==> config.mk <==
export PLATFORM = sky130hd
export DESIGN_NAME = pipeline_hazard_ctrl_flat
export DESIGN_NICKNAME = d
export VERILOG_FILES = /design/src/rtl/cpu_types_pkg.sv /design/src/rtl/pipeline_hazard_ctrl_if.sv /design/src/rtl/pipeline_hazard_ctrl_load_use.sv /design/src/rtl/pipeline_hazard_ctrl.sv /design/src/flat_wrapper.sv
export SDC_FILE = /design/constraint.sdc
export NUM_CORES = 1
export LEC_CHECK = 0
export ABC_AREA = 1
export BUFFER_PORTS_ARGS = -buffer_cell sky130_fd_sc_hd__buf_4
export CAP_MARGIN = 20
export CORE_ASPECT_RATIO = 1.5
export CORE_MARGIN = 1
export CORE_UTILIZATION = 45
export CTS_BUF_LIST = sky130_fd_sc_hd__clkbuf_16
export CTS_CLUSTER_DIAMETER = 50
export DETAILED_ROUTE_END_ITERATION = 16
export PLACE_DENSITY = 0.68
export SLEW_MARGIN = 25
export SYNTH_ARGS = -nofsm -noshare
export SYNTH_HDL_FRONTEND = slang
export SYNTH_HIERARCHICAL = 1
export SYNTH_SLANG_ARGS = --single-unit
export TNS_END_PERCENT = 10
==> constraint.sdc <==
create_clock -name CLK -period 4.3 [get_ports CLK]
set_clock_uncertainty 0.05 [all_clocks]
set_input_delay 0.43 -clock CLK [delete_from_list [all_inputs] [get_ports CLK]]
set_output_delay 0.43 -clock CLK [all_outputs]
set_load 0.02 [all_outputs]
==> src/rtl/cpu_types_pkg.sv <==
// ============================================================================
// Module : cpu_types_pkg
// Brief  : Shared CPU types: register index, hazard sequencer states.
// Rev    : 1.0 - initial release
// ============================================================================
`default_nettype none

package cpu_types_pkg;

    typedef logic [4:0] regbits_t;

    typedef enum logic [1:0] {
        RUN   = 2'd0,
        DWAIT = 2'd1,
        HALT  = 2'd2
    } hzd_state_t;

    localparam regbits_t REG_ZERO = 5'd0;

    // Data-wait counter width bounds MAX_DWAIT to 2^16-1.
    localparam int unsigned WCNT_W = 16;

endpackage

`default_nettype wire

==> src/rtl/pipeline_hazard_ctrl_if.sv <==
// ============================================================================
// Module : pipeline_hazard_ctrl_if
// Brief  : Pipeline hazard controller signal bundle (hc / tb modports).
//          Counter signals exist only with PIPELINE_HAZARD_PERF_CNT_EN.
// Rev    : 1.0 - initial release
// ============================================================================
`default_nettype none

interface pipeline_hazard_ctrl_if
`ifdef PIPELINE_HAZARD_PERF_CNT_EN
    #(parameter int unsigned PERF_W = 32)
`endif
    ;
    import cpu_types_pkg::*;

    logic     ihit;
    logic     dhit;
    logic     MEM_dREN;
    logic     MEM_dWEN;
    logic     MEM_halt;
    logic     EX_MemRead;
    regbits_t EX_wsel;
    regbits_t ID_rs;
    regbits_t ID_rt;
    logic     EX_branch_taken;
    logic     ID_jump;

    logic     pc_en;
    logic     IF_ID_en;
    logic     ID_EX_en;
    logic     EX_MEM_en;
    logic     MEM_WB_en;
    logic     IF_ID_flush;
    logic     ID_EX_flush;
    logic     imemREN;
    logic     halted;
    logic     dwait_timeout;

`ifdef PIPELINE_HAZARD_PERF_CNT_EN
    logic [PERF_W-1:0] cyc_cnt;
    logic [PERF_W-1:0] stall_cnt;
    logic [PERF_W-1:0] flush_cnt;
    logic [PERF_W-1:0] dwait_cnt;

    modport hc (
        input  ihit, dhit, MEM_dREN, MEM_dWEN, MEM_halt, EX_MemRead,
               EX_wsel, ID_rs, ID_rt, EX_branch_taken, ID_jump,
        output pc_en, IF_ID_en, ID_EX_en, EX_MEM_en, MEM_WB_en,
               IF_ID_flush, ID_EX_flush, imemREN, halted, dwait_timeout,
               cyc_cnt, stall_cnt, flush_cnt, dwait_cnt
    );

    modport tb (
        output ihit, dhit, MEM_dREN, MEM_dWEN, MEM_halt, EX_MemRead,
               EX_wsel, ID_rs, ID_rt, EX_branch_taken, ID_jump,
        input  pc_en, IF_ID_en, ID_EX_en, EX_MEM_en, MEM_WB_en,
               IF_ID_flush, ID_EX_flush, imemREN, halted, dwait_timeout,
               cyc_cnt, stall_cnt, flush_cnt, dwait_cnt
    );
`else
    modport hc (
        input  ihit, dhit, MEM_dREN, MEM_dWEN, MEM_halt, EX_MemRead,
               EX_wsel, ID_rs, ID_rt, EX_branch_taken, ID_jump,
        output pc_en, IF_ID_en, ID_EX_en, EX_MEM_en, MEM_WB_en,
               IF_ID_flush, ID_EX_flush, imemREN, halted, dwait_timeout
    );

    modport tb (
        output ihit, dhit, MEM_dREN, MEM_dWEN, MEM_halt, EX_MemRead,
               EX_wsel, ID_rs, ID_rt, EX_branch_taken, ID_jump,
        input  pc_en, IF_ID_en, ID_EX_en, EX_MEM_en, MEM_WB_en,
               IF_ID_flush, ID_EX_flush, imemREN, halted, dwait_timeout
    );
`endif

endinterface

`default_nettype wire

==> src/rtl/pipeline_hazard_ctrl_load_use.sv <==
// ============================================================================
// Module : load_use_detect
// Brief  : Combinational load-use hazard compare between EX and ID stages.
// Rev    : 1.0 - initial release
// ============================================================================
`default_nettype none

module load_use_detect
    import cpu_types_pkg::*;
(
    input  logic     ex_mem_read,
    input  regbits_t ex_wsel,
    input  regbits_t id_rs,
    input  regbits_t id_rt,
    output logic     stall
);

    // $0 is hard-wired, so a load targeting it never creates a dependency.
    assign stall = ex_mem_read
                && (ex_wsel != REG_ZERO)
                && ((ex_wsel == id_rs) || (ex_wsel == id_rt));

endmodule

`default_nettype wire

==> src/rtl/pipeline_hazard_ctrl.sv <==
// ============================================================================
// Module : pipeline_hazard_ctrl
// Brief  : Stall/flush sequencer and shared memory-port arbiter for the
//          5-stage pipeline. Optional counters: PIPELINE_HAZARD_PERF_CNT_EN.
// Rev    : 1.0 - initial release
// ============================================================================
`default_nettype none

module pipeline_hazard_ctrl
    import cpu_types_pkg::*;
#(
    parameter int unsigned MAX_DWAIT = 255
`ifdef PIPELINE_HAZARD_PERF_CNT_EN
    , parameter int unsigned PERF_W  = 32
`endif
) (
    input  logic                     CLK,
    input  logic                     RST,
    pipeline_hazard_ctrl_if.hc       hz
);

    localparam logic [WCNT_W-1:0] c_max_dwait = WCNT_W'(MAX_DWAIT);

    hzd_state_t        r_state;
    hzd_state_t        w_next_state;
    logic [WCNT_W-1:0] r_wcnt;
    logic [WCNT_W-1:0] w_wcnt_next;
    logic              r_halted;
    logic              r_timeout;

    logic w_dacc;
    logic w_load_use;
    logic w_pc_en, w_if_id_en, w_id_ex_en, w_ex_mem_en, w_mem_wb_en;
    logic w_if_id_fl, w_id_ex_fl, w_imem_ren;
    logic w_wait, w_wait_done, w_lu_apply, w_flush_apply;

    assign w_dacc = hz.MEM_dREN | hz.MEM_dWEN;

    load_use_detect u_load_use (
        .ex_mem_read (hz.EX_MemRead),
        .ex_wsel     (hz.EX_wsel),
        .id_rs       (hz.ID_rs),
        .id_rt       (hz.ID_rt),
        .stall       (w_load_use)
    );

    always_comb begin
        w_next_state  = r_state;
        w_pc_en       = 1'b0;
        w_if_id_en    = 1'b0;
        w_id_ex_en    = 1'b0;
        w_ex_mem_en   = 1'b0;
        w_mem_wb_en   = 1'b0;
        w_if_id_fl    = 1'b0;
        w_id_ex_fl    = 1'b0;
        w_imem_ren    = 1'b0;
        w_wait        = 1'b0;
        w_wait_done   = 1'b0;
        w_lu_apply    = 1'b0;
        w_flush_apply = 1'b0;

        if (RST) begin
            w_next_state = RUN;
        end else if (r_state == HALT) begin
            w_next_state = HALT;
        end else if (hz.MEM_halt) begin
            // Let the halt instruction retire into WB, freeze everything else.
            w_mem_wb_en  = 1'b1;
            w_next_state = HALT;
        end else if (w_dacc && !hz.dhit) begin
            w_wait       = 1'b1;
            w_next_state = DWAIT;
        end else begin
            w_next_state = RUN;
            w_wait_done  = w_dacc;
            w_pc_en      = 1'b1;
            w_if_id_en   = 1'b1;
            w_id_ex_en   = 1'b1;
            w_ex_mem_en  = 1'b1;
            w_mem_wb_en  = 1'b1;
            // The data side owns the shared port while an access is in MEM.
            w_imem_ren   = !w_dacc;

            if (hz.EX_branch_taken) begin
                w_if_id_fl    = 1'b1;
                w_id_ex_fl    = 1'b1;
                w_flush_apply = 1'b1;
            end else if (w_load_use) begin
                w_pc_en    = 1'b0;
                w_if_id_en = 1'b0;
                w_id_ex_fl = 1'b1;
                w_lu_apply = 1'b1;
            end else if (hz.ID_jump) begin
                w_if_id_fl    = 1'b1;
                w_flush_apply = 1'b1;
            end else if (!w_dacc && !hz.ihit) begin
                w_pc_en    = 1'b0;
                w_if_id_fl = 1'b1;
            end
        end
    end

    assign w_wcnt_next = (r_wcnt == c_max_dwait) ? r_wcnt : r_wcnt + 1'b1;

    always_ff @(posedge CLK) begin
        if (RST) begin
            r_state   <= RUN;
            r_halted  <= 1'b0;
            r_timeout <= 1'b0;
            r_wcnt    <= '0;
        end else begin
            r_state  <= w_next_state;
            r_halted <= r_halted | (w_next_state == HALT);
            if (w_wait) begin
                r_wcnt <= w_wcnt_next;
                if (w_wcnt_next == c_max_dwait) begin
                    r_timeout <= 1'b1;
                end
            end else if (w_wait_done) begin
                r_wcnt <= '0;
            end
        end
    end

    // A flush is only meaningful when its latch actually loads.
    assign hz.pc_en         = w_pc_en;
    assign hz.IF_ID_en      = w_if_id_en;
    assign hz.ID_EX_en      = w_id_ex_en;
    assign hz.EX_MEM_en     = w_ex_mem_en;
    assign hz.MEM_WB_en     = w_mem_wb_en;
    assign hz.IF_ID_flush   = w_if_id_fl & w_if_id_en;
    assign hz.ID_EX_flush   = w_id_ex_fl & w_id_ex_en;
    assign hz.imemREN       = w_imem_ren;
    assign hz.halted        = r_halted;
    assign hz.dwait_timeout = r_timeout;

`ifdef PIPELINE_HAZARD_PERF_CNT_EN
    logic [PERF_W-1:0] r_cyc_cnt;
    logic [PERF_W-1:0] r_stall_cnt;
    logic [PERF_W-1:0] r_flush_cnt;
    logic [PERF_W-1:0] r_dwait_cnt;

    always_ff @(posedge CLK) begin
        if (RST) begin
            r_cyc_cnt   <= '0;
            r_stall_cnt <= '0;
            r_flush_cnt <= '0;
            r_dwait_cnt <= '0;
        end else if (r_state != HALT) begin
            r_cyc_cnt <= r_cyc_cnt + 1'b1;
            if (w_lu_apply)    r_stall_cnt <= r_stall_cnt + 1'b1;
            if (w_flush_apply) r_flush_cnt <= r_flush_cnt + 1'b1;
            if (w_wait)        r_dwait_cnt <= r_dwait_cnt + 1'b1;
        end
    end

    assign hz.cyc_cnt   = r_cyc_cnt;
    assign hz.stall_cnt = r_stall_cnt;
    assign hz.flush_cnt = r_flush_cnt;
    assign hz.dwait_cnt = r_dwait_cnt;
`endif

endmodule

`default_nettype wire
==> src/flat_wrapper.sv <==
// flat-port wrapper written by rule: the top's interface ports become plain ports
module pipeline_hazard_ctrl_flat import cpu_types_pkg::*;
#(
    parameter int unsigned MAX_DWAIT = 255

)
  (CLK, RST, hz_ihit, hz_dhit, hz_MEM_dREN, hz_MEM_dWEN, hz_MEM_halt, hz_EX_MemRead, hz_EX_wsel, hz_ID_rs, hz_ID_rt, hz_EX_branch_taken, hz_ID_jump, hz_pc_en, hz_IF_ID_en, hz_ID_EX_en, hz_EX_MEM_en, hz_MEM_WB_en, hz_IF_ID_flush, hz_ID_EX_flush, hz_imemREN, hz_halted, hz_dwait_timeout);
  pipeline_hazard_ctrl_if hz_i ();
  input  logic CLK;
  input  logic RST;
  input wire logic [$bits(hz_i.ihit)-1:0] hz_ihit;
  input wire logic [$bits(hz_i.dhit)-1:0] hz_dhit;
  input wire logic [$bits(hz_i.MEM_dREN)-1:0] hz_MEM_dREN;
  input wire logic [$bits(hz_i.MEM_dWEN)-1:0] hz_MEM_dWEN;
  input wire logic [$bits(hz_i.MEM_halt)-1:0] hz_MEM_halt;
  input wire logic [$bits(hz_i.EX_MemRead)-1:0] hz_EX_MemRead;
  input wire logic [$bits(hz_i.EX_wsel)-1:0] hz_EX_wsel;
  input wire logic [$bits(hz_i.ID_rs)-1:0] hz_ID_rs;
  input wire logic [$bits(hz_i.ID_rt)-1:0] hz_ID_rt;
  input wire logic [$bits(hz_i.EX_branch_taken)-1:0] hz_EX_branch_taken;
  input wire logic [$bits(hz_i.ID_jump)-1:0] hz_ID_jump;
  output wire logic [$bits(hz_i.pc_en)-1:0] hz_pc_en;
  output wire logic [$bits(hz_i.IF_ID_en)-1:0] hz_IF_ID_en;
  output wire logic [$bits(hz_i.ID_EX_en)-1:0] hz_ID_EX_en;
  output wire logic [$bits(hz_i.EX_MEM_en)-1:0] hz_EX_MEM_en;
  output wire logic [$bits(hz_i.MEM_WB_en)-1:0] hz_MEM_WB_en;
  output wire logic [$bits(hz_i.IF_ID_flush)-1:0] hz_IF_ID_flush;
  output wire logic [$bits(hz_i.ID_EX_flush)-1:0] hz_ID_EX_flush;
  output wire logic [$bits(hz_i.imemREN)-1:0] hz_imemREN;
  output wire logic [$bits(hz_i.halted)-1:0] hz_halted;
  output wire logic [$bits(hz_i.dwait_timeout)-1:0] hz_dwait_timeout;
  assign hz_i.ihit = hz_ihit;
  assign hz_i.dhit = hz_dhit;
  assign hz_i.MEM_dREN = hz_MEM_dREN;
  assign hz_i.MEM_dWEN = hz_MEM_dWEN;
  assign hz_i.MEM_halt = hz_MEM_halt;
  assign hz_i.EX_MemRead = hz_EX_MemRead;
  assign hz_i.EX_wsel = hz_EX_wsel;
  assign hz_i.ID_rs = hz_ID_rs;
  assign hz_i.ID_rt = hz_ID_rt;
  assign hz_i.EX_branch_taken = hz_EX_branch_taken;
  assign hz_i.ID_jump = hz_ID_jump;
  assign hz_pc_en = hz_i.pc_en;
  assign hz_IF_ID_en = hz_i.IF_ID_en;
  assign hz_ID_EX_en = hz_i.ID_EX_en;
  assign hz_EX_MEM_en = hz_i.EX_MEM_en;
  assign hz_MEM_WB_en = hz_i.MEM_WB_en;
  assign hz_IF_ID_flush = hz_i.IF_ID_flush;
  assign hz_ID_EX_flush = hz_i.ID_EX_flush;
  assign hz_imemREN = hz_i.imemREN;
  assign hz_halted = hz_i.halted;
  assign hz_dwait_timeout = hz_i.dwait_timeout;
  pipeline_hazard_ctrl #(.MAX_DWAIT(MAX_DWAIT)) u_core (.CLK(CLK), .RST(RST), .hz(hz_i));
endmodule
* Word level (Yosys, flattened, before mapping)
Cells that the tools add are included.
** Cells by class
- Add/sub/neg operators :: 1
- Muxes and demuxes :: 54
- Bitwise gates (word level) :: 4
- Reductions and logical operators :: 11
- Equal/unequal tests :: 6
** Operators by type and width (count)
- 2-to-1 mux 1 bit :: 48
- 2-to-1 mux 16 bit :: 3
- equality test 16 x 8 -> 1 bit (second input constant) :: 2
- adder 16 x 1 -> 16 bit (second input constant) :: 1
- equality test 5 bit :: 2
- 2-to-1 mux 2 bit :: 3
- nonzero test 5 bit :: 1
- equality test 2 bit (second input constant) :: 2
- logical AND 1 bit :: 4
- logical NOT 1 bit :: 3
- AND 1 bit :: 2
- bitwise OR 1 bit :: 2
- AND reduction 2 bit :: 1
- nonzero test 2 bit :: 1
- logical OR 1 bit :: 1
** Word-level totals
- Bits in registers :: 20
- Output and inout port bits :: 10
- Word-level logic and storage cells :: 80

* Longest topological paths before layout
- Word-level depth :: 12
- Depth in mapped cells :: 13
- Mapped depth without buffers :: 13

* Hierarchy
Netlist, hierarchy kept.
** By module, submodules not included
- pipeline_hazard_ctrl :: instances 1, cells an instance 225, area an instance 1370.1 um^2
- load_use_detect :: instances 1, cells an instance 45, area an instance 195.2 um^2

* Worst setup path after synthesis
OpenSTA, ideal clock, no wires.
- Path type :: input port to output port
- From :: in hz_MEM_dWEN
- To :: out hz_pc_en
- Setup slack :: 2.138 ns
- Cell stages on the path :: 7
- Arrival time :: 1.682 ns
- Path buffers :: 0
- Cells stage by stage :: nor2_1 -> nor2_1 -> inv_1 -> nand4_1 -> a21oi_1 -> inv_1 -> a21oi_1
** Between the ends
- Cells in the longest elaborated chain, start to end :: 11
** RTL lines
- start: declaration :: line flat_wrapper.sv:14 : input wire logic [$bits(hz_i.MEM_dWEN)-1:0] hz_MEM_dWEN;
- bitwise OR 1 bit (*) :: line pipeline_hazard_ctrl.sv:37 : assign w_dacc = hz.MEM_dREN | hz.MEM_dWEN;
- logical NOT 1 bit :: line pipeline_hazard_ctrl.sv:96 : end else if (!w_dacc && !hz.ihit) begin
- logical AND 1 bit :: line pipeline_hazard_ctrl.sv:96
- 2-to-1 mux 1 bit :: line pipeline_hazard_ctrl.sv:96
- 2-to-1 mux 1 bit :: line pipeline_hazard_ctrl.sv:93 : end else if (hz.ID_jump) begin
- 2-to-1 mux 1 bit :: line pipeline_hazard_ctrl.sv:88 : end else if (w_load_use) begin
- 2-to-1 mux 1 bit :: line pipeline_hazard_ctrl.sv:84 : if (hz.EX_branch_taken) begin
- 2-to-1 mux 1 bit (*) :: line pipeline_hazard_ctrl.sv:70 : end else if (w_dacc && !hz.dhit) begin
- 2-to-1 mux 1 bit (*) :: line pipeline_hazard_ctrl.sv:66 : end else if (hz.MEM_halt) begin
- 2-to-1 mux 1 bit (*) :: line pipeline_hazard_ctrl.sv:64 : end else if (r_state == HALT) begin
- 2-to-1 mux 1 bit (*) :: line pipeline_hazard_ctrl.sv:62 : if (RST) begin
- end: declaration :: line flat_wrapper.sv:22 : output wire logic [$bits(hz_i.pc_en)-1:0] hz_pc_en;
Mark *: on every way between the ends. The rest lies on a longest branch, timed or not.

* Final worst setup path
Ends and elaborated chain as after synthesis.

==> results_dict.tcl <==
set metrics [dict create \
    synth.most_common_cell "nand2_1" \
    critPathLaunchType "input pin" \
    die_height_um 74.2 \
    syn-num-nets 296 \
    avgSynthCellArea_sq_um 5.80 \
    synth_cells 270 \
    grt_pass1_wl_um 6460 \
    grt-ovfl-total 0 \
    drv_cap 0 \
    h-tree-depth 1 \
    antenna_found_initial 0 \
    finalMaxSlewViolations 0 \
    cts-root-buf "clkbuf_16" \
    peakVddDrop_mv 0.220 \
    clkTransAtPathRegs_ps 60 \
    syn_area_sq_mm 0.00157 \
    p_int_uw 402 \
    startpoint "hz_MEM_dWEN" \
    grt_use_total_pct 22.4 \
    post-route-min-period_ps 2090 \
    min_from "u_core/hz.halted" \
    grt_use_met1_pct 21.8 \
    powerDensity_mw_per_mm2 261 \
    ys_seq_elements 20 \
    grt_busiest_layer "met2" \
    reg2reg_depth 13 \
    ant_nets 0 \
    fin_crit_sh_pct 48.7 \
    whs_ps 434 \
    synth_ff_type "dfxtp_1" \
    nets 330 \
    setup_viol 0 \
    yosys.area.top_type "dfxtp_1" \
    use_met2_pct 46.7 \
    p_seq_share_pct 37.1 \
    die_w_um 50.2 \
    use_met3_pct 2.45 \
    rr_endpoint "u_core/hz.dwait_timeout" \
    synth.area.top_cells "dfxtp_1, nand2_1, nor2_1" \
    outcome "finished, final reports clean" \
    end_kind "output pin" \
    combinationalPowerShare_pct 13.0 \
    cts_sinks 20 \
    drc_errors 0 \
    placement.io_buffers 34 \
    leakage_uw 0.000864 \
    core_area_sq_mm 0.00322 \
    cts_buffer_depth 2 \
    path_class "in2out" \
    postSynth.asyncResetShare_pct 0 \
    holdPathStages 2 \
    area_growth_pct 24.4 \
    ctsResizeCount 0 \
    synth_top_area_share_pct 25.6 \
    postLayoutSetupSlackWorst_ps 2210 \
    drtPass1Iterations 4 \
    antenna_cells 0 \
    die_area_sq_mm 0.00372 \
    rsz0062_at_grt "no" \
    clock_latency_ps 250 \
    num_rows 25 \
    numCtsBuffers 3 \
    dp_hpwl_um 2970 \
    fin_tns_setup_ps 0 \
    cts_setup_buffers 0 \
    holdPathEnd "u_core/hz.halted" \
    rrSetupSlack_ps 2340 \
    cp_max_fo 3 \
    hold_viol_final 0 \
    worst-endpoint-arrival_ps 1610 \
    yosys_warnings 6 \
    p_total_uw 508 \
    synth_edf_count 0 \
    yosysSeqAreaShare_pct 25.6 \
    drive_above_1_share_pct 19.5 \
    hp-class "reg2reg" \
    viasPerCell 4.95 \
    start_util_pct 48.6 \
    cts_tree "built" \
    dpl_worst_slack_ps 2200 \
    drtIter0Drc 57 \
    grt_pass1_vias 1585 \
    required_ps 3820 \
    max_freq_ghz 0.478 \
    r2r-start "u_core/r_wcnt[0]" \
    swShare_pct 21.0 \
    place.gp.congestion 0.841 \
    drt-wirelength-per-cell_um 11.0 \
    wirelength_um 3760 \
    synth_cell_types 24 \
    worst_pin_slew_ps 630 \
    slew_headroom_pct 57.9 \
    power_frac_clock_pct 49.9 \
    grt_max_degree 20 \
    boundaryPins 35 \
    power.switching_uw 107 \
    synthTopCellsByCount "nand2_1, nor2_1, inv_1, a21oi_1, dfxtp_1" \
    hold_buffers 0 \
    vias 1697 \
]
[through the flow]
stage | utilization, % | cell area [sq um] | std cells
2_1_floorplan | - | 1570 | 270
3_3_place_gp | 57.2 | 1840 | 339
3_5_place_dp | 57.2 | 1840 | 339
4_1_cts | 60.4 | 1950 | 343
5_1_grt | 60.4 | 1950 | 343
6_report | 60.4 | 1950 | 343
[sequential cells by signal, indices dropped and copies added (netlist names)]
name,count
u_core/r_wcnt,16
u_core/hz.dwait_timeout,1
u_core/hz.halted,1
u_core/r_state,2
[final cells by class]
cell class,count,area (sq um)
clock buffers,3,75.1
clock inverters,1,30.0
fillers,319,1270
inverters,33,129
multi-input cells,212,1010
flip-flops and latches,20,400
well taps,40,50.0
repair buffers,34,255
[placed cells by master (no fill, tap or decap), types with 3 or more instances in the layout]
cell type  netlist  final
buf_4            2     34
nor3_1           4      4
xor2_1           3      3
dfxtp_1         20     20
inv_1           27     27
nand3_1         18     18
a21oi_1         20     20
clkbuf_16        0      3
nand4_1          7      7
nor2_4           6      6
nand2_1         98     98
nor2_1          36     36
inv_2            5      5
xnor2_1          4      4
nand2_2          5      5
[worst max-delay path: stages]
cell     delay (ps)
buf_4           110
nor2_1          210
nor2_1          110
inv_1            70
nand4_1         130
a21oi_1         210
inv_1            70
a21oi_1         120
buf_4           160
[power by group through the flow]
| stage | registers [uW] | logic [uW] | clock network, uW |
|---|---|---|---|
| after global routing | 189 | 74.4 | 271 |
| after global placement | 193 | 66.4 | 0 |
| after CTS | 188 | 67.4 | 262 |
| after floorplan | 193 | 35.5 | 0 |
| after detailed placement | 193 | 67.2 | 0 |
| final | 189 | 66.2 | 254 |
[worst max-delay path by stage]
stage / end
4_1_cts: hz_pc_en
3_5_place_dp: hz_pc_en
2_1_floorplan: hz_pc_en
6_report: hz_pc_en
3_3_place_gp: hz_pc_en
5_1_grt: hz_pc_en
[logic make-up after synthesis]
logic type / share of synthesized area [%]
adder cells (fa/ha/maj): 0.799
XOR/XNOR: 3.92
flip-flops: 25.6
AND/OR/NAND/NOR: 51.1
buffers and inverters: 10.1
AO/OA/AOI/OAI: 8.55
[routing by layer]
layer / routed length (um) / vias up / part of all wire, %
met2: 2020 / 47 / 54
met1: 1480 / 734 / 39
met3: 208 / 4 / 5.5
met5: 0 / - / 0
met4: 44 / 0 / 1.2
li1: - / 912 / -
Note: power is estimated with default switching activity, not from simulation.
